## config.mk

```make
export PLATFORM = sky130hd
export DESIGN_NAME = hob_ram_flat
export DESIGN_NICKNAME = d
export VERILOG_FILES = /design/src/rtl/hob_ram_if.sv /design/src/rtl/hob_ram.sv /design/src/flat_wrapper.sv
export SDC_FILE = /design/constraint.sdc
export NUM_CORES = 2
export LEC_CHECK = 0
export ABC_CLOCK_PERIOD_IN_PS = 3500
export BUFFER_PORTS_ARGS = -buffer_cell sky130_fd_sc_hd__buf_4
export CAP_MARGIN = 30
export CORE_ASPECT_RATIO = 0.8
export CORE_MARGIN = 1.5
export CORE_UTILIZATION = 50
export CTS_CLUSTER_DIAMETER = 80
export DETAILED_ROUTE_END_ITERATION = 7
export PLACE_DENSITY = 0.77
export SETUP_SLACK_MARGIN = 0.2
export SLEW_MARGIN = 15
export SYNTH_ARGS = -nofsm -noshare
export SYNTH_HDL_FRONTEND = slang
export SYNTH_SLANG_ARGS = --single-unit
```

## constraint.sdc

```tcl
create_clock -name clk -period 3.5 [get_ports clk]
set_input_delay 0.7 -clock clk [delete_from_list [all_inputs] [get_ports clk]]
set_output_delay 0.7 -clock clk [all_outputs]
set_load 0.02 [all_outputs]
```

## src/rtl/hob_ram_if.sv

```systemverilog
// Port bundle for hob_ram: one write port, one registered-address read port, plus clear status.
// Handshake: a write is taken at a rising edge where wren=1 and busy=0; while busy=1 the
// RAM is not ready and any asserted wren is dropped, not queued. Reads are never stalled.
interface hob_ram_if #(
    parameter int DATA_WIDTH = 36,
    parameter int ADDR_WIDTH = 6
) ();
    logic [DATA_WIDTH-1:0] data;
    logic [ADDR_WIDTH-1:0] wraddress;
    logic                  wren;
    logic [ADDR_WIDTH-1:0] rdaddress;
    logic [DATA_WIDTH-1:0] q;
    logic                  busy;

    modport master (
        output data,
        output wraddress,
        output wren,
        output rdaddress,
        input  q,
        input  busy
    );

    modport slave (
        input  data,
        input  wraddress,
        input  wren,
        input  rdaddress,
        output q,
        output busy
    );
endinterface

```

## src/rtl/hob_ram.sv

```systemverilog
// Simple dual-port synchronous RAM for perceptron high-order-bit weight rows, with a
// self-timed clear sweep that writes INIT_VALUE to every entry after reset.
module hob_ram #(
    parameter int                    DATA_WIDTH = 36,
    parameter int                    ADDR_WIDTH = 6,
    parameter logic [DATA_WIDTH-1:0] INIT_VALUE = '0
) (
    input  logic                  clk,
    input  logic                  reset,
    hob_ram_if.slave              bus,
    output logic                  dbg_state,
    output logic [ADDR_WIDTH-1:0] dbg_clr_addr
);
    localparam int                    DEPTH     = 1 << ADDR_WIDTH;
    localparam logic [ADDR_WIDTH-1:0] LAST_ADDR = ADDR_WIDTH'(DEPTH - 1);

    typedef enum logic {
        ST_IDLE  = 1'b0,
        ST_CLEAR = 1'b1
    } state_t;

    state_t                state_q;
    state_t                state_d;
    logic [ADDR_WIDTH-1:0] clr_addr_q;
    logic [ADDR_WIDTH-1:0] clr_addr_d;
    logic                  clr_we;

    logic                  user_we;
    logic                  mem_we;
    logic [ADDR_WIDTH-1:0] mem_addr;
    logic [DATA_WIDTH-1:0] mem_wdata;

    logic [DATA_WIDTH-1:0] mem [DEPTH];

    logic [ADDR_WIDTH-1:0] rd_addr_r;
    logic                  collide_r;
    logic [DATA_WIDTH-1:0] old_word_r;

    // Clear sequencer: reset parks it at address 0; it only advances once reset drops.
    always_ff @(posedge clk) begin
        if (reset) begin
            state_q    <= ST_CLEAR;
            clr_addr_q <= '0;
        end else begin
            state_q    <= state_d;
            clr_addr_q <= clr_addr_d;
        end
    end

    always_comb begin
        state_d    = state_q;
        clr_addr_d = clr_addr_q;
        clr_we     = 1'b0;
        case (state_q)
            ST_IDLE: begin
                state_d = ST_IDLE;
            end
            ST_CLEAR: begin
                clr_we     = 1'b1;
                clr_addr_d = clr_addr_q + 1'b1;
                if (clr_addr_q == LAST_ADDR) begin
                    state_d = ST_IDLE;
                end
            end
            default: begin
                state_d = ST_CLEAR;
            end
        endcase
    end

    assign bus.busy     = (state_q == ST_CLEAR);
    assign dbg_state    = state_q;
    assign dbg_clr_addr = clr_addr_q;

    // Single physical write port shared by the sweep and the user; the sweep owns it while busy.
    always_comb begin
        user_we   = bus.wren && (state_q == ST_IDLE) && !reset;
        mem_we    = (clr_we && !reset) || user_we;
        mem_addr  = bus.wraddress;
        mem_wdata = bus.data;
        if (clr_we) begin
            mem_addr  = clr_addr_q;
            mem_wdata = INIT_VALUE;
        end
    end

    always_ff @(posedge clk) begin
        if (mem_we) begin
            mem[mem_addr] <= mem_wdata;
        end
    end

    // Read address is captured every edge. When a user write hits the address being
    // sampled, the pre-write word is held aside so q still shows the old contents.
    always_ff @(posedge clk) begin
        rd_addr_r  <= bus.rdaddress;
        collide_r  <= user_we && (bus.wraddress == bus.rdaddress);
        old_word_r <= mem[bus.rdaddress];
    end

    always_comb begin
        if (state_q == ST_CLEAR) begin
            bus.q = INIT_VALUE;
        end else if (collide_r) begin
            bus.q = old_word_r;
        end else begin
            bus.q = mem[rd_addr_r];
        end
    end
endmodule

```

## src/flat_wrapper.sv

```systemverilog
// flat-port wrapper written by rule: the top's interface ports become plain ports
module hob_ram_flat 
#(
    parameter int                    DATA_WIDTH = 36,
    parameter int                    ADDR_WIDTH = 6,
    parameter logic [DATA_WIDTH-1:0] INIT_VALUE = '0
)
  (clk, reset, dbg_state, dbg_clr_addr, bus_data, bus_wraddress, bus_wren, bus_rdaddress, bus_q, bus_busy);
  hob_ram_if #(.DATA_WIDTH(DATA_WIDTH), .ADDR_WIDTH(ADDR_WIDTH)) bus_i ();
  input  logic clk;
  input  logic reset;
  output logic dbg_state;
  output logic [ADDR_WIDTH-1:0] dbg_clr_addr;
  input wire logic [$bits(bus_i.data)-1:0] bus_data;
  input wire logic [$bits(bus_i.wraddress)-1:0] bus_wraddress;
  input wire logic [$bits(bus_i.wren)-1:0] bus_wren;
  input wire logic [$bits(bus_i.rdaddress)-1:0] bus_rdaddress;
  output wire logic [$bits(bus_i.q)-1:0] bus_q;
  output wire logic [$bits(bus_i.busy)-1:0] bus_busy;
  assign bus_i.data = bus_data;
  assign bus_i.wraddress = bus_wraddress;
  assign bus_i.wren = bus_wren;
  assign bus_i.rdaddress = bus_rdaddress;
  assign bus_q = bus_i.q;
  assign bus_busy = bus_i.busy;
  hob_ram #(.DATA_WIDTH(DATA_WIDTH), .ADDR_WIDTH(ADDR_WIDTH), .INIT_VALUE(INIT_VALUE)) u_core (.clk(clk), .reset(reset), .bus(bus_i), .dbg_state(dbg_state), .dbg_clr_addr(dbg_clr_addr));
endmodule
```

==> key figures <==
Synthesis
  • Ys flop type: edfxtp_1
  • Seq/Total Area, Yosys: 77.91%
  • Synth Warn #: 0
  • Number of synthesized flops with an enable pin: 2304
  • Register bit count reported by yosys: 2385
  • Syn nets: 4326
  • Avg Inst Size Synth: 21.27 um^2
  • Post-Syn Area: 0.09089 mm^2
  • Yosys cell types: 47
  • Post-synth ARST share: 0%
  • Cell count after synthesis: 4274

Timing
  • Max_slew headroom: 36.44%
  • Tcrit/Tclk final: 92.98%
  • Count of final hold-check violations: 0
  • Fin crit period: 3.254 ns
  • Endpoints failing setup: 0
  • Slew at the pin with the worst max-slew slack: 0.9514 ns
  • Fin Hold WS: 0.09998 ns
  • F_max: 0.3073 GHz
  • Clock Skew: 0.03165 ns
  • RSZ-0062 raised after global routing: false
  • Setup TNS after final layout: 0 ns
  • Final Max Slew Viols: 0

Min path
  • HP Class: in2reg

Finish
  • Nets: 4717
  • Commonest non-fill, non-tap cells in the layout: edfxtp_1 (2304), mux4_2 (462), buf_4 (360), clkbuf_16 (214), mux2i_1 (197)
  • Reg area: 0.07081 mm^2
  • Share of cells above drive strength 1: 29.57%
  • Commonest non-fill, non-tap cell in the layout: edfxtp_1
  • Multi-input logic area: 0.01951 mm^2
  • Fillers: 12.34k
  • Area Overhead vs Synth: 14.83%
  • Non-Filler Instances: 7250

Routing
  • WL/cell: 32.54 um
  • DRC: 0
  • Vias per cell: 6.509
  • First-pass DRT Iterations: 6
  • Via Count: 47.19k
  • ANT nets after route: 0
  • Drt total wl: 235900 um
  • DR iter-0 viols: 7466

Clock network
  • Clock Tree Buf Depth: 3
  • Total clock sinks: 2385
  • Htree depth: 4
  • CTS tree: done
  • Skew-Pair Late Insertion Delay: 0.86 ns
  • Clock transition at path regs: 0.06 ns
  • Post-CTS Hold Buffers: 0
  • Clock root buffer: clkbuf_16
  • Cts bufs inserted: 209

Placed design
  • IO buf count: 94
  • Final Wtd Congestion: 0.8203
  • DP Cell Count: 6844
  • Final HPWL DP: 134300 um

Power and ir drop
  • VDD IR max: 0.7129 mV
  • Flop pwr share: 54.6%
  • Pwr Density: 544.7 mW/mm^2
  • Int Pwr: 0.04506 W
  • P_leak: 34.07 nW
  • Combinational share of power: 4.3%
  • P_sw: 0.01180 W
  • Switching power share of the total: 20.75%
  • Clock power frac: 41.1%

Global routing
  • Total grt overflow: 0
  • First-pass GRT wire length: 336700 um
  • Total track usage: 25.57%
  • Number of global-route vias before repair: 46.86k
  • Antenna violations before repair: 5
  • Pin count of the biggest net entering global routing: 69

Die
  • Core area: 0.1800 mm^2
  • Die width: 479.7 um
  • Ports: 95
  • Initial Utilization: 50.49%
  • Die area: 0.1844 mm^2
  • FP Rows: 139
  • Die H: 384.3 um

Setup path
  • R2R Path End: u_core.mem[49][23]
  • CP endpoint kind: primary output
  • R2R Path Start: u_core.bus.busy
  • Crit path DAT: 2.55 ns
  • Crit start category: flop
  • CP Class: reg2out
  • Worst Reg-to-Reg Cells: 6
  • Setup crit start: u_core.collide_r
  • CP Max Fanout: 9
  • Flop2flop setup slack: 0.56 ns
  • CP endpoint: bus_q[24]
  • Req. time, crit path: 2.80 ns

Run
  • Max_cap viols: 0

Outcome
  • Status: finished clean
[layout make-up]
cell class / instances / area share (%)
multi-input cells: 1635 / 18.70
clock buffers: 272 / 5.445
well taps: 2397 / 2.874
repair buffers: 430 / 3.939
clock inverters: 124 / 1.175
diodes: 3 / 0.007193
flip-flops and latches: 2385 / 67.85
inverters: 4 / 0.01439
[power by group through the flow]
| stage | combinational, W | sequential, W | clock [W] |
|---|---|---|---|
| final | 0.00243 | 0.0310 | 0.0234 |
| after global routing | 0.00254 | 0.0310 | 0.0246 |
| after CTS | 0.00243 | 0.0310 | 0.0235 |
| after detailed placement | 0.00240 | 0.0316 | 0 |
| after global placement | 0.00237 | 0.0316 | 0 |
| after floorplan | 0.00152 | 0.0316 | 0 |
[cell usage after synthesis, drive strengths merged, types with 80 or more instances]
master	number	area share (%)
nand2	114	0.47
a211oi	80	0.66
edfxtp	2304	76
dfxtp	81	1.8
mux2	107	1.3
o22ai	117	0.81
buf	160	1.1
a21oi	114	0.63
nor2b	96	0.66
mux4	462	11
mux2i	197	2.2
nor2	108	0.45
clkbuf	90	0.37
[logic make-up after synthesis]
family	after synthesis	share of synthesized area [%]
adder cells (fa/ha/maj)	1	0.01376
AND/OR/NAND/NOR	400	2.134
AO/OA/AOI/OAI	454	3.387
buffers and inverters	254	1.481
multiplexers	766	14.94
XOR/XNOR	14	0.1349
flip-flops	2385	77.91
[through the flow]
step	setup WS (ns)	utilization (%)	instance area [um^2]	total power [W]
after floorplan	-0.1218	-	90890	0.03313
after global placement	0.1336	54.03	97260	0.03402
after detailed placement	0.1160	54.06	97300	0.03405
after CTS	0.2669	57.97	104300	0.05699
after global routing	0.2614	57.98	104400	0.05817
final	0.2456	57.98	104400	0.05685
[worst max-delay path: stages, from the launching register on]
cell,delay [ns]
dfxtp_1,0.38
nand2b_4,0.24
buf_12,0.18
nand2_1,0.08
a21oi_1,0.55
buf_4,0.26
[metal layers]
layer / vias to the layer above / GRT usage [%] / share of wire, %
li1: 18680 / - / -
met1: 24430 / 35.89 / 37
met2: 3587 / 39.32 / 47
met3: 493 / 5.506 / 12
met4: 6 / 10.42 / 4.2
met5: - / 0 / 0.016
[timing repair]
action / CTS / global route
hold endpoints to repair: 0 / 0
resized for setup: 4 / 0
endpoints found under the setup margin: 36 / 0
buffers inserted: 5 / 0
[sequential cells by signal (all words and copies together) (netlist names), named ones only]
register and count:
u_core.bus.busy 1, u_core.dbg_clr_addr 6, u_core.collide_r 1, u_core.old_word_r 36
u_core.mem 2304
[worst min-delay path by stage]
stage	startpoint	end	slack [ns]	cells past startpoint
global route	reset	u_core.dbg_clr_addr[2]	0.08	2
finish	reset	u_core.dbg_clr_addr[2]	0.1	2
global placement	u_core.dbg_clr_addr[5]	u_core.dbg_clr_addr[5]	0.54	2
CTS	reset	u_core.dbg_clr_addr[2]	0.05	2
detailed placement	u_core.dbg_clr_addr[0]	u_core.dbg_clr_addr[0]	0.55	2
floorplan	u_core.dbg_clr_addr[5]	u_core.dbg_clr_addr[5]	0.59	2
Power figures use the tool's default switching activity.
